--- src/rtl/frame_stat_accum_pkg.sv ---
// Shared types and width helpers for the frame statistics accumulator.
package frame_stat_pkg;

   typedef enum logic [1:0] {
      IDLE  = 2'b00,
      ACCUM = 2'b01,
      DONE  = 2'b10
   } state_t;

   function automatic int cnt_w(input int frame_len);
      return $clog2(frame_len + 1);
   endfunction

   // Enough headroom for FRAME_LEN full-scale samples without wrap.
   function automatic int sum_w(input int width, input int frame_len);
      return width + $clog2(frame_len);
   endfunction

endpackage

--- src/rtl/frame_stat_accum_if.sv ---
// Sample stream in, held frame result out, plus FSM state for observation.
// Handshake: a transfer happens on a cycle where both valid and its ready are high.
interface frame_stat_accum_if
   import frame_stat_pkg::*;
#(
   parameter int WIDTH     = 8,
   parameter int FRAME_LEN = 4
);
   localparam int CNT_W = cnt_w(FRAME_LEN);
   localparam int SUM_W = sum_w(WIDTH, FRAME_LEN);

   logic             start;
   logic             in_valid;
   logic [WIDTH-1:0] in_data;
   logic             in_ready;
   logic             out_valid;
   logic             out_ready;
   logic [SUM_W-1:0] out_sum;
   logic [WIDTH-1:0] out_max;
   logic [WIDTH-1:0] out_min;
   logic [CNT_W-1:0] out_max_idx;
   logic [CNT_W-1:0] out_min_idx;
   logic             busy;
   state_t           state;

   modport master (
      output start, in_valid, in_data, out_ready,
      input  in_ready, out_valid, out_sum, out_max, out_min,
             out_max_idx, out_min_idx, busy, state
   );

   modport slave (
      input  start, in_valid, in_data, out_ready,
      output in_ready, out_valid, out_sum, out_max, out_min,
             out_max_idx, out_min_idx, busy, state
   );

endinterface

--- src/rtl/frame_stat_accum_stat_update.sv ---
// Next max/min/index selection for one accepted sample.
// Strict compares keep the earliest index on ties.
module stat_update #(
   parameter int WIDTH = 8,
   parameter int CNT_W = 3
) (
   input  logic             first,
   input  logic [WIDTH-1:0] data,
   input  logic [CNT_W-1:0] idx,
   input  logic [WIDTH-1:0] cur_max,
   input  logic [WIDTH-1:0] cur_min,
   input  logic [CNT_W-1:0] cur_max_idx,
   input  logic [CNT_W-1:0] cur_min_idx,
   output logic [WIDTH-1:0] nxt_max,
   output logic [WIDTH-1:0] nxt_min,
   output logic [CNT_W-1:0] nxt_max_idx,
   output logic [CNT_W-1:0] nxt_min_idx
);

   always_comb begin
      nxt_max     = cur_max;
      nxt_max_idx = cur_max_idx;
      nxt_min     = cur_min;
      nxt_min_idx = cur_min_idx;
      if (first || (data > cur_max)) begin
         nxt_max     = data;
         nxt_max_idx = idx;
      end
      if (first || (data < cur_min)) begin
         nxt_min     = data;
         nxt_min_idx = idx;
      end
   end

endmodule

--- src/rtl/frame_stat_accum.sv ---
// Accumulates a frame of FRAME_LEN samples into sum, max and min (with positions)
// and holds the result until downstream takes it.
module frame_stat_accum
   import frame_stat_pkg::*;
#(
   parameter int WIDTH     = 8,
   parameter int FRAME_LEN = 4
) (
   input logic                clk,
   input logic                rst_n,
   frame_stat_accum_if.slave  bus
);

   localparam int CNT_W = cnt_w(FRAME_LEN);
   localparam int SUM_W = sum_w(WIDTH, FRAME_LEN);

   state_t           state;
   state_t           next_state;
   logic             in_ready;
   logic             out_valid;
   logic             busy;
   logic             accept;
   logic             last;

   logic [CNT_W-1:0] cnt;
   logic [SUM_W-1:0] sum;
   logic [WIDTH-1:0] max_r;
   logic [WIDTH-1:0] min_r;
   logic [CNT_W-1:0] max_idx_r;
   logic [CNT_W-1:0] min_idx_r;

   logic [SUM_W-1:0] nxt_sum;
   logic [WIDTH-1:0] nxt_max;
   logic [WIDTH-1:0] nxt_min;
   logic [CNT_W-1:0] nxt_max_idx;
   logic [CNT_W-1:0] nxt_min_idx;

   logic [SUM_W-1:0] out_sum;
   logic [WIDTH-1:0] out_max;
   logic [WIDTH-1:0] out_min;
   logic [CNT_W-1:0] out_max_idx;
   logic [CNT_W-1:0] out_min_idx;

   assign accept  = bus.in_valid & in_ready;
   assign last    = (cnt == CNT_W'(FRAME_LEN - 1));
   assign nxt_sum = sum + SUM_W'(bus.in_data);

   stat_update #(
      .WIDTH (WIDTH),
      .CNT_W (CNT_W)
   ) u_stat_update (
      .first       (cnt == '0),
      .data        (bus.in_data),
      .idx         (cnt),
      .cur_max     (max_r),
      .cur_min     (min_r),
      .cur_max_idx (max_idx_r),
      .cur_min_idx (min_idx_r),
      .nxt_max     (nxt_max),
      .nxt_min     (nxt_min),
      .nxt_max_idx (nxt_max_idx),
      .nxt_min_idx (nxt_min_idx)
   );

   always_ff @(posedge clk or negedge rst_n) begin
      if (!rst_n) state <= IDLE;
      else        state <= next_state;
   end

   always_comb begin
      next_state = state;
      in_ready   = 1'b0;
      out_valid  = 1'b0;
      busy       = 1'b0;
      case (state)
         IDLE: begin
            if (bus.start) next_state = ACCUM;
         end
         ACCUM: begin
            in_ready = 1'b1;
            busy     = 1'b1;
            if (bus.in_valid && last) next_state = DONE;
         end
         DONE: begin
            out_valid = 1'b1;
            busy      = 1'b1;
            if (bus.out_ready) next_state = IDLE;
         end
         default: next_state = IDLE;
      endcase
   end

   // Working registers restart on start; result registers load only on the
   // final sample so they keep the previous frame's result through IDLE.
   always_ff @(posedge clk or negedge rst_n) begin
      if (!rst_n) begin
         cnt         <= '0;
         sum         <= '0;
         max_r       <= '0;
         min_r       <= '0;
         max_idx_r   <= '0;
         min_idx_r   <= '0;
         out_sum     <= '0;
         out_max     <= '0;
         out_min     <= '0;
         out_max_idx <= '0;
         out_min_idx <= '0;
      end else begin
         if ((state == IDLE) && bus.start) begin
            cnt <= '0;
            sum <= '0;
         end else if (accept) begin
            cnt       <= cnt + CNT_W'(1);
            sum       <= nxt_sum;
            max_r     <= nxt_max;
            min_r     <= nxt_min;
            max_idx_r <= nxt_max_idx;
            min_idx_r <= nxt_min_idx;
         end
         if (accept && last) begin
            out_sum     <= nxt_sum;
            out_max     <= nxt_max;
            out_min     <= nxt_min;
            out_max_idx <= nxt_max_idx;
            out_min_idx <= nxt_min_idx;
         end
      end
   end

   assign bus.in_ready    = in_ready;
   assign bus.out_valid   = out_valid;
   assign bus.busy        = busy;
   assign bus.state       = state;
   assign bus.out_sum     = out_sum;
   assign bus.out_max     = out_max;
   assign bus.out_min     = out_min;
   assign bus.out_max_idx = out_max_idx;
   assign bus.out_min_idx = out_min_idx;

endmodule

--- src/flat_wrapper.sv ---
// flat-port wrapper written by rule: the top's interface ports become plain ports
module frame_stat_accum_flat import frame_stat_pkg::*;
#(
   parameter int WIDTH     = 8,
   parameter int FRAME_LEN = 4
)
  (clk, rst_n, bus_start, bus_in_valid, bus_in_data, bus_out_ready, bus_in_ready, bus_out_valid, bus_out_sum, bus_out_max, bus_out_min, bus_out_max_idx, bus_out_min_idx, bus_busy, bus_state);
  frame_stat_accum_if #(.WIDTH(WIDTH), .FRAME_LEN(FRAME_LEN)) bus_i ();
  input logic clk;
  input logic rst_n;
  input wire logic [$bits(bus_i.start)-1:0] bus_start;
  input wire logic [$bits(bus_i.in_valid)-1:0] bus_in_valid;
  input wire logic [$bits(bus_i.in_data)-1:0] bus_in_data;
  input wire logic [$bits(bus_i.out_ready)-1:0] bus_out_ready;
  output wire logic [$bits(bus_i.in_ready)-1:0] bus_in_ready;
  output wire logic [$bits(bus_i.out_valid)-1:0] bus_out_valid;
  output wire logic [$bits(bus_i.out_sum)-1:0] bus_out_sum;
  output wire logic [$bits(bus_i.out_max)-1:0] bus_out_max;
  output wire logic [$bits(bus_i.out_min)-1:0] bus_out_min;
  output wire logic [$bits(bus_i.out_max_idx)-1:0] bus_out_max_idx;
  output wire logic [$bits(bus_i.out_min_idx)-1:0] bus_out_min_idx;
  output wire logic [$bits(bus_i.busy)-1:0] bus_busy;
  output wire logic [$bits(bus_i.state)-1:0] bus_state;
  assign bus_i.start = bus_start;
  assign bus_i.in_valid = bus_in_valid;
  assign bus_i.in_data = bus_in_data;
  assign bus_i.out_ready = bus_out_ready;
  assign bus_in_ready = bus_i.in_ready;
  assign bus_out_valid = bus_i.out_valid;
  assign bus_out_sum = bus_i.out_sum;
  assign bus_out_max = bus_i.out_max;
  assign bus_out_min = bus_i.out_min;
  assign bus_out_max_idx = bus_i.out_max_idx;
  assign bus_out_min_idx = bus_i.out_min_idx;
  assign bus_busy = bus_i.busy;
  assign bus_state = bus_i.state;
  frame_stat_accum #(.WIDTH(WIDTH), .FRAME_LEN(FRAME_LEN)) u_core (.clk(clk), .rst_n(rst_n), .bus(bus_i));
endmodule
--- config.mk ---
export PLATFORM = sky130hd
export DESIGN_NAME = frame_stat_accum_flat
export DESIGN_NICKNAME = d
export VERILOG_FILES = /design/src/rtl/frame_stat_accum_pkg.sv /design/src/rtl/frame_stat_accum_if.sv /design/src/rtl/frame_stat_accum_stat_update.sv /design/src/rtl/frame_stat_accum.sv /design/src/flat_wrapper.sv
export SDC_FILE = /design/constraint.sdc
export NUM_CORES = 1
export LEC_CHECK = 0
export CORE_MARGIN = 1
export CORE_UTILIZATION = 55
export DETAILED_ROUTE_END_ITERATION = 6
export PLACE_DENSITY = 0.83
export SLEW_MARGIN = 10
export SYNTH_ARGS = -nofsm -noshare
export SYNTH_HDL_FRONTEND = slang
export SYNTH_HIERARCHICAL = 1
export SYNTH_SLANG_ARGS = --single-unit
export TNS_END_PERCENT = 20
--- constraint.sdc ---
create_clock -name clk -period 2.6 [get_ports clk]
set_clock_uncertainty 0.1 [all_clocks]
set_input_delay 0.52 -clock clk [delete_from_list [all_inputs] [get_ports clk]]
set_output_delay 0.52 -clock clk [all_outputs]
set_load 0.02 [all_outputs]
==> results.md, run 1 <==
- Cell variety after synth: 51
- Count of pins over their slew limit: 0
- First drt pass iteration count: 4
- Cts bufs inserted: 9
- Final instance area: 0.00486 sq mm
- Antenna Nets Post-Route: 0
- Critical Path Source Type: primary input
- Sink Count: 69
- Share of flip-flops with an asynchronous set or reset: 100%
- CTS tree: yes
- Synth Area in Compound Gates: 9.30%
- Row count: 30
- Normalized max-slew margin: 62.1%
- Die area: 0.00738 sq mm
- Tcrit/Tclk final: 98.5%
- Synth Area in Adders: 10.2%
- H-Tree Depth: 3
- Critical Path End Type: flip-flop
- Area contributors post-synth: dfrtp_1, mux2_2, ha_1
- Syn Area/Cell: 11.4 sq um
- Via-to-Cell Ratio: 5.38
- Most frequent cells after synthesis: dfrtp_1, mux2_2, ha_1
- Initial Util: 57.0%
- Actual slew at the worst max-slew pin: 0.568 ns
- Post-synthesis simple-gate area fraction: 8.65%
- Vias: 2,813
- Syn-to-layout area delta: 25.4%
- Dpl hpwl: 6.01 mm
- Routed len/inst: 15.7 um
- Post-synth EDFFs: 0
- Most used DFF post-synth: dfrtp_1
- Seq cells post-synth: 69
- Fin. Hold Viols: 0
- Initial DRC count: 135
- Worst vdd ir: 655 uV
- Fmax achieved: 390 MHz
- Port bufs: 49
- Die Y: 85.9 um
- Fin crit period: 2.56 ns
- Cell count after synthesis: 341
- Status: finished clean
- Vias in the first global route: 2,812
- Overall Global Routing Usage: 23.9%
- Placed inst area: 0.00465 sq mm
- Pre-CTS WS: -0.488 ns
- Syn Nets: 385
- Overflow after GRT: 0
- Clock Latency Late Sink: 0.35 ns
- Crit path arrival time: 2.69 ns
- Dominant cell type by area after synthesis: dfrtp_1
- Max-Cap Viols: 0
- Combinational family with the most area after synthesis: multiplexers
- Ant diodes: 0
- Syn Std Cell Area: 0.00387 sq mm
- Core Area: 0.00679 sq mm
- # hold bufs at CTS: 0
- YS warnings: 6
- Count leader, synth: dfrtp_1
- PwrDens: 1160 mW/mm^2
- Final setup fails: 0
- Setup TNS Final: 0 ns
- Post-synthesis sequential area ratio: 44.6%
- Clock tree root buffer cell: clkbuf_8
- Final #Nets: 466
- FILL cells: 493
- Slack of the critical path: 0.0383 ns
- Layout cell share with drive strength beyond 1: 26.7%
- HP Class: primary input to asynchronous set/reset pin
- Clock Tree Buf Depth: 2
- Critical-path maximum fanout: 3
- Mux contribution to synthesized area: 20.0%
- Xor and xnor area share after synthesis: 1.58%
- Fin util: 71.5%
- R2r worst-path depth: 8
- Routed WL: 8.20 mm
- Initial antenna violation count: 0
- Critical path class: primary input to flip-flop
- DRC viols: 0
- First-pass GRT wire length: 13.5 mm
- RePlAce Congestion: 0.826
- LEAKAGE: 2.33 nW
- Boundary pin count: 50
- Clk slew on worst S/H paths: 0.07 ns
- Pin count of the biggest net entering global routing: 47
- Unrepaired setup endpoints after global routing: yes
- Area share of the largest cell type after synthesis: 44.6%
- Die width: 85.9 um
- Req. time, crit path: 2.73 ns
state kept, by name (all words and copies together), names as in the netlist:
name,flops
u_core/sum,10
u_core/max_r,8
u_core/min_r,8
u_core/bus.out_max_idx,3
u_core/bus.out_sum,10
u_core/bus.out_max,8
u_core/bus.out_min,8
u_core/max_idx_r,3
u_core/bus.out_min_idx,3
u_core/bus.state,2
u_core/cnt,3
u_core/min_idx_r,3
worst max-delay path: stages:
cell and delay [ns]:
clkdlybuf4s50_1 0.43, ha_1 0.31, and3_4 0.18, a221oi_2 0.26, o22a_2 0.22, buf_4 0.13, mux2_2 0.33, mux2_1 0.29
cells by family (layout without fill, tap and decap cells):
logic type / count (synthesis) / after routing
adder cells (fa/ha/maj): 31 / 31
XOR/XNOR: 7 / 7
AND/OR/NAND/NOR: 69 / 69
AO/OA/AOI/OAI: 56 / 56
flip-flops: 69 / 69
buffers and inverters: 40 / 126
multiplexers: 69 / 69
layout make-up:
cell class / instances / area, sq um / area share, %
inverter: 28 / 105 / 2.16
timing repair buffer: 82 / 785 / 16.1
multi-input combinational: 232 / 1950 / 40.1
clock inverter: 6 / 38.8 / 0.798
clock buffer: 10 / 138 / 2.83
tap: 96 / 120 / 2.47
sequential: 69 / 1730 / 35.5
path summary, 6_finish.rpt:
kind,start,to,slack [ns]
max reg2reg,u_core/min_r[7],u_core/min_r[6],0.22
min in group clk,u_core/bus.out_sum[5],u_core/bus.out_sum[5],0.38
max in group asynchronous,rst_n,u_core/bus.out_sum[0],1.71
min reg2reg,u_core/bus.out_sum[5],u_core/bus.out_sum[5],0.38
max,bus_in_data[7],u_core/min_r[6],0.04
min,rst_n,u_core/bus.out_min[4],0.06
stage by stage:
step | power [mW] | instances | hold WS (ns)
final | 5.66 | 523 | 0.0565
after global routing | 6.04 | 523 | 0.0859
after floorplan | 3.69 | 341 | 0.124
after CTS | 5.65 | 523 | 0.0564
after global placement | 4.69 | 507 | 0.362
after detailed placement | 4.82 | 507 | 0.372
report_power, final:
group,internal (mW),switching (mW),total [mW],leakage [nW]
clock network,0.368,0.420,0.788,0.0880
logic,1.58,1.45,3.03,1.34
registers,1.53,0.312,1.84,0.905
total,3.48,2.18,5.66,2.33
routing by layer:
layer	track usage (%)	wire length, um	part of all wire, %
met1	31.4	3810	46
met2	39.2	3990	49
met4	7.88	108	1.3
met5	0	0	0
met3	5.29	289	3.5
cell usage in the layout (no fill, tap or decap), drive strengths merged, types with 3 or more instances in the layout:
cell and instances:
mux2 67, clkdlybuf4s50 44, nand2b 3, and3 3
nand4 3, a211oi 3, dfrtp 69, dlymetal6s2s 3
buf 34, clkinv 4, clkbuf 10, nand2 29
and2 5, a21o 5, nor2 14, o21ai 19
xor2 5, inv 28, ha 30, nor3 4
a21oi 15
repair_timing:
action	in CTS	in global routing
endpoints found under the setup margin	44	28
buffers inserted	0	0
pin swaps	3	4
resized for setup	4	8
Power figures use the tool's default switching activity.
==> run 2, diff against run 1 <==
Settings changed: CAP_MARGIN from default to 10, CTS_BUF_LIST from default to sky130_fd_sc_hd__clkbuf_8, SYNTH_HIERARCHICAL 1 to default.
==> run 2 against run 1 <==
  * Core utilization rose by 2.7 points
  * Combinational power rose by 5%
  * Largest cell class unchanged
  * Synthesized cell count rose by 17%
  * Global-route usage rose by 3.4 points
  * Sequential power barely moved
  * Hold slack improved by 0.011 ns
  * Sequential share of layout area fell by 1.3 points
  * Clock-buffer cell count fell by 1
  * Worst setup slack improved by 0.023 ns
  * Critical path depth fell by 1
  * First-iteration DRC count rose by 41%
  * Final area rose by 3.8%
==> results.md, run 2 <==
- CTS tree: yes
- Dpl hpwl: 7.08 mm
- Layout cell share with drive strength beyond 1: 18.9%
- CP peak stage delay: 0.56 ns
- Crit-path cells: clkdlybuf4s50_1, ha_1, a2111oi_4, o31ai_4, a21oi_4, buf_12, mux2_2
- Area contributors post-synth: dfrtp_1, ha_1, nand2_1
- Tcrit/Tclk final: 97.6%
- Count leader, synth: dfrtp_1
- Final setup fails: 0
- Routed WL: 9.59 mm
- Actual slew at the worst max-slew pin: 0.600 ns
- Worst hold margin: 0.0675 ns
- Syn Area/Cell: 9.71 sq um
- Comb power frac: 55.5%
- Crit path arrival time: 2.68 ns
- Fmax achieved: 394 MHz
- Cell variety after synth: 46
- Final #Nets: 537
- Fin crit period: 2.54 ns
- Worst R2R End: u_core.max_idx_r[2]
- YS warnings: 0
- Normalized max-slew margin: 60.0%
- Cts bufs inserted: 9
- HP Class: primary input to asynchronous set/reset pin
- LEAKAGE: 2.30 nW
- Share of flip-flops with an asynchronous set or reset: 100%
- Seq cells post-synth: 69
- Clk slew on worst S/H paths: 0.08 ns
- Row count: 30
- Routed len/inst: 16.1 um
- RePlAce Congestion: 0.850
- Critical Path End Type: flip-flop
- Via-to-Cell Ratio: 5.79
- Most used DFF post-synth: dfrtp_1
- Fin. Hold Viols: 0
- Die area: 0.00740 sq mm
- Ant diodes: 0
- Cell count after synthesis: 400
- Req. time, crit path: 2.74 ns
- Count of pins over their slew limit: 0
- Core Area: 0.00679 sq mm
- Die width: 86.0 um
- Clock tree root buffer cell: clkbuf_8
- Syn Std Cell Area: 0.00388 sq mm
- Unrepaired setup endpoints after global routing: yes
- Port bufs: 49
- Clock Power Share: 12.8%
- Die Y: 86.0 um
- Antenna Nets Post-Route: 0
- Clock Tree Buf Depth: 2
- CP delay by family, top: buffers and inverters
- Boundary pin count: 50
- Critical-path maximum fanout: 10
- Syn Nets: 444
- Sink Count: 69
- R2R setup slack: 0.44 ns
- Status: finished clean
- Initial Util: 57.2%
- R2r startpoint: u_core.max_r[4]
- Switch share: 42.3%
- Most frequent cells in the layout: dfrtp_1, nand2_1, buf_4
- Sequential group share of total power: 31.7%
- Post-synth EDFFs: 0
- Overall Global Routing Usage: 27.3%
- H-Tree Depth: 3
- Initial antenna violation count: 0
- Vias in the first global route: 3,392
- Overflow after GRT: 0
- Area share of the largest cell type after synthesis: 44.4%
- Critical path class: primary input to flip-flop
- PwrDens: 1140 mW/mm^2
- First-pass GRT wire length: 15.4 mm
- Pin count of the biggest net entering global routing: 43
- Syn-to-layout area delta: 29.9%
- Most common cell after layout, fill and taps aside: dfrtp_1
- Pwr Total: 5.75 mW
- Worst vdd ir: 619 uV
- Buf/Inv on CP: 2
- Slowest cell on the critical path: clkdlybuf4s50_1
- Dominant cell type by area after synthesis: dfrtp_1
- Most frequent cells after synthesis: dfrtp_1, nand2_1, ha_1
- Clock Latency Late Sink: 0.36 ns
- Vias: 3,442
- Int Pwr: 3.32 mW
- Max-Cap Viols: 0
- Initial DRC count: 191
- R2r worst-path depth: 7
- Critical Path Source Type: primary input
- Post-synthesis sequential area ratio: 44.4%
- Largest registers: u_core.bus.out_sum x10, u_core.sum x10
- First drt pass iteration count: 5
- DRC viols: 0
- Psw: 2.43 mW
run 2: cell types whose count changed in the layout (fill, tap and decap cells not counted), sizes merged, moves of 6 or more:
cell,change
o21a,+9
mux2,-48
nand2,+30
o2111ai,+8
nand3,+10
nor2,+11
buf,+19
o211ai,+18
nand4,+6
run 2: cell families (layout without fill, tap and decap cells):
logic type                 after synthesis  after routing  share of synthesized area (%)
AOI/OAI and AO/OA                      102            102                           18.9
xor gates and xnor gates                 7              7                           1.58
adders and majority gates               31             31                           10.2
buffers and inverters                   45            143                           4.38
DFF                                     69             69                           44.4
muxes                                   23             23                           6.54
and+or+nand+nor                        123            123                           13.9
run 2: through the flow:
step / cell area, sq um / worst slack [ns] / std cells / util [%] / TNS (ns)
3_5_place_dp: 4860 / -0.272 / 578 / 71.5 / -10.36
6_report: 5050 / 0.0613 / 594 / 74.3 / 0
3_3_place_gp: 4860 / -0.218 / 578 / 71.5 / -7.99
5_1_grt: 5050 / -0.0349 / 594 / 74.3 / -0.0662
4_1_cts: 5020 / 0.0715 / 594 / 73.8 / 0
2_1_floorplan: 3880 / 0.344 / 400 / - / 0
run 2: area by class of cell:
cell class	instances	area, sq um
Clock inverter	7	35.0
Timing Repair Buffer	101	928
Fill cell	488	1750
Tap cell	96	120
Sequential cell	69	1730
Inverter	26	97.6
Multi-Input combinational cell	286	2020
Clock buffer	9	124
run 2: worst max-delay path by stage:
stage	end	cells after the start	slack, ns	startpoint
after floorplan	u_core.max_idx_r[0]	5	0.34	bus_in_data[5]
after global placement	u_core.bus.out_min_idx[2]	8	-0.22	bus_in_data[3]
after detailed placement	u_core.bus.out_sum[6]	9	-0.27	bus_in_data[0]
after CTS	u_core.bus.out_sum[9]	8	0.07	bus_in_data[2]
after global routing	u_core.sum[9]	8	-0.03	bus_in_data[2]
final	u_core.min_r[2]	7	0.06	bus_in_data[1]
run 2: repair_timing:
action | 4_1_cts | 5_1_grt
endpoints found under the setup margin | 0 | 22
hold buffers | 0 | 0
gates resized for setup | 0 | 5
setup buffers | 0 | 0
run 2: layer usage:
metal	share of wire, %	vias up	track usage, %
met4	3.0	0	15.9
met2	49	131	45.2
met1	42	1664	33.5
met5	0	-	0
li1	-	1620	-
met3	5.8	27	4.81
run 2: power by group through the flow:
stage                     registers, mW  logic [mW]  clock network (mW)
after floorplan                    1.97        1.68                   0
after global placement             1.80        2.98                   0
after detailed placement           1.83        3.10                   0
after CTS                          1.81        3.12               0.748
after global routing               1.87        3.49               0.790
final                              1.82        3.19               0.737
run 2: worst register-to-register path, cell delays in order, from the launching register on:
cell,delay (ns)
dfrtp_1,0.40
inv_1,0.07
ha_1,0.28
nand4_1,0.15
buf_4,0.18
a211oi_1,0.39
nor3_1,0.12
o32a_1,0.35
==> run 3, diff against run 2 <==
Settings changed: SYNTH_HIERARCHICAL from default to 1.
==> results of run 3 <==
Same layout as run 1: the final DEF is identical, and so are final timing and power.
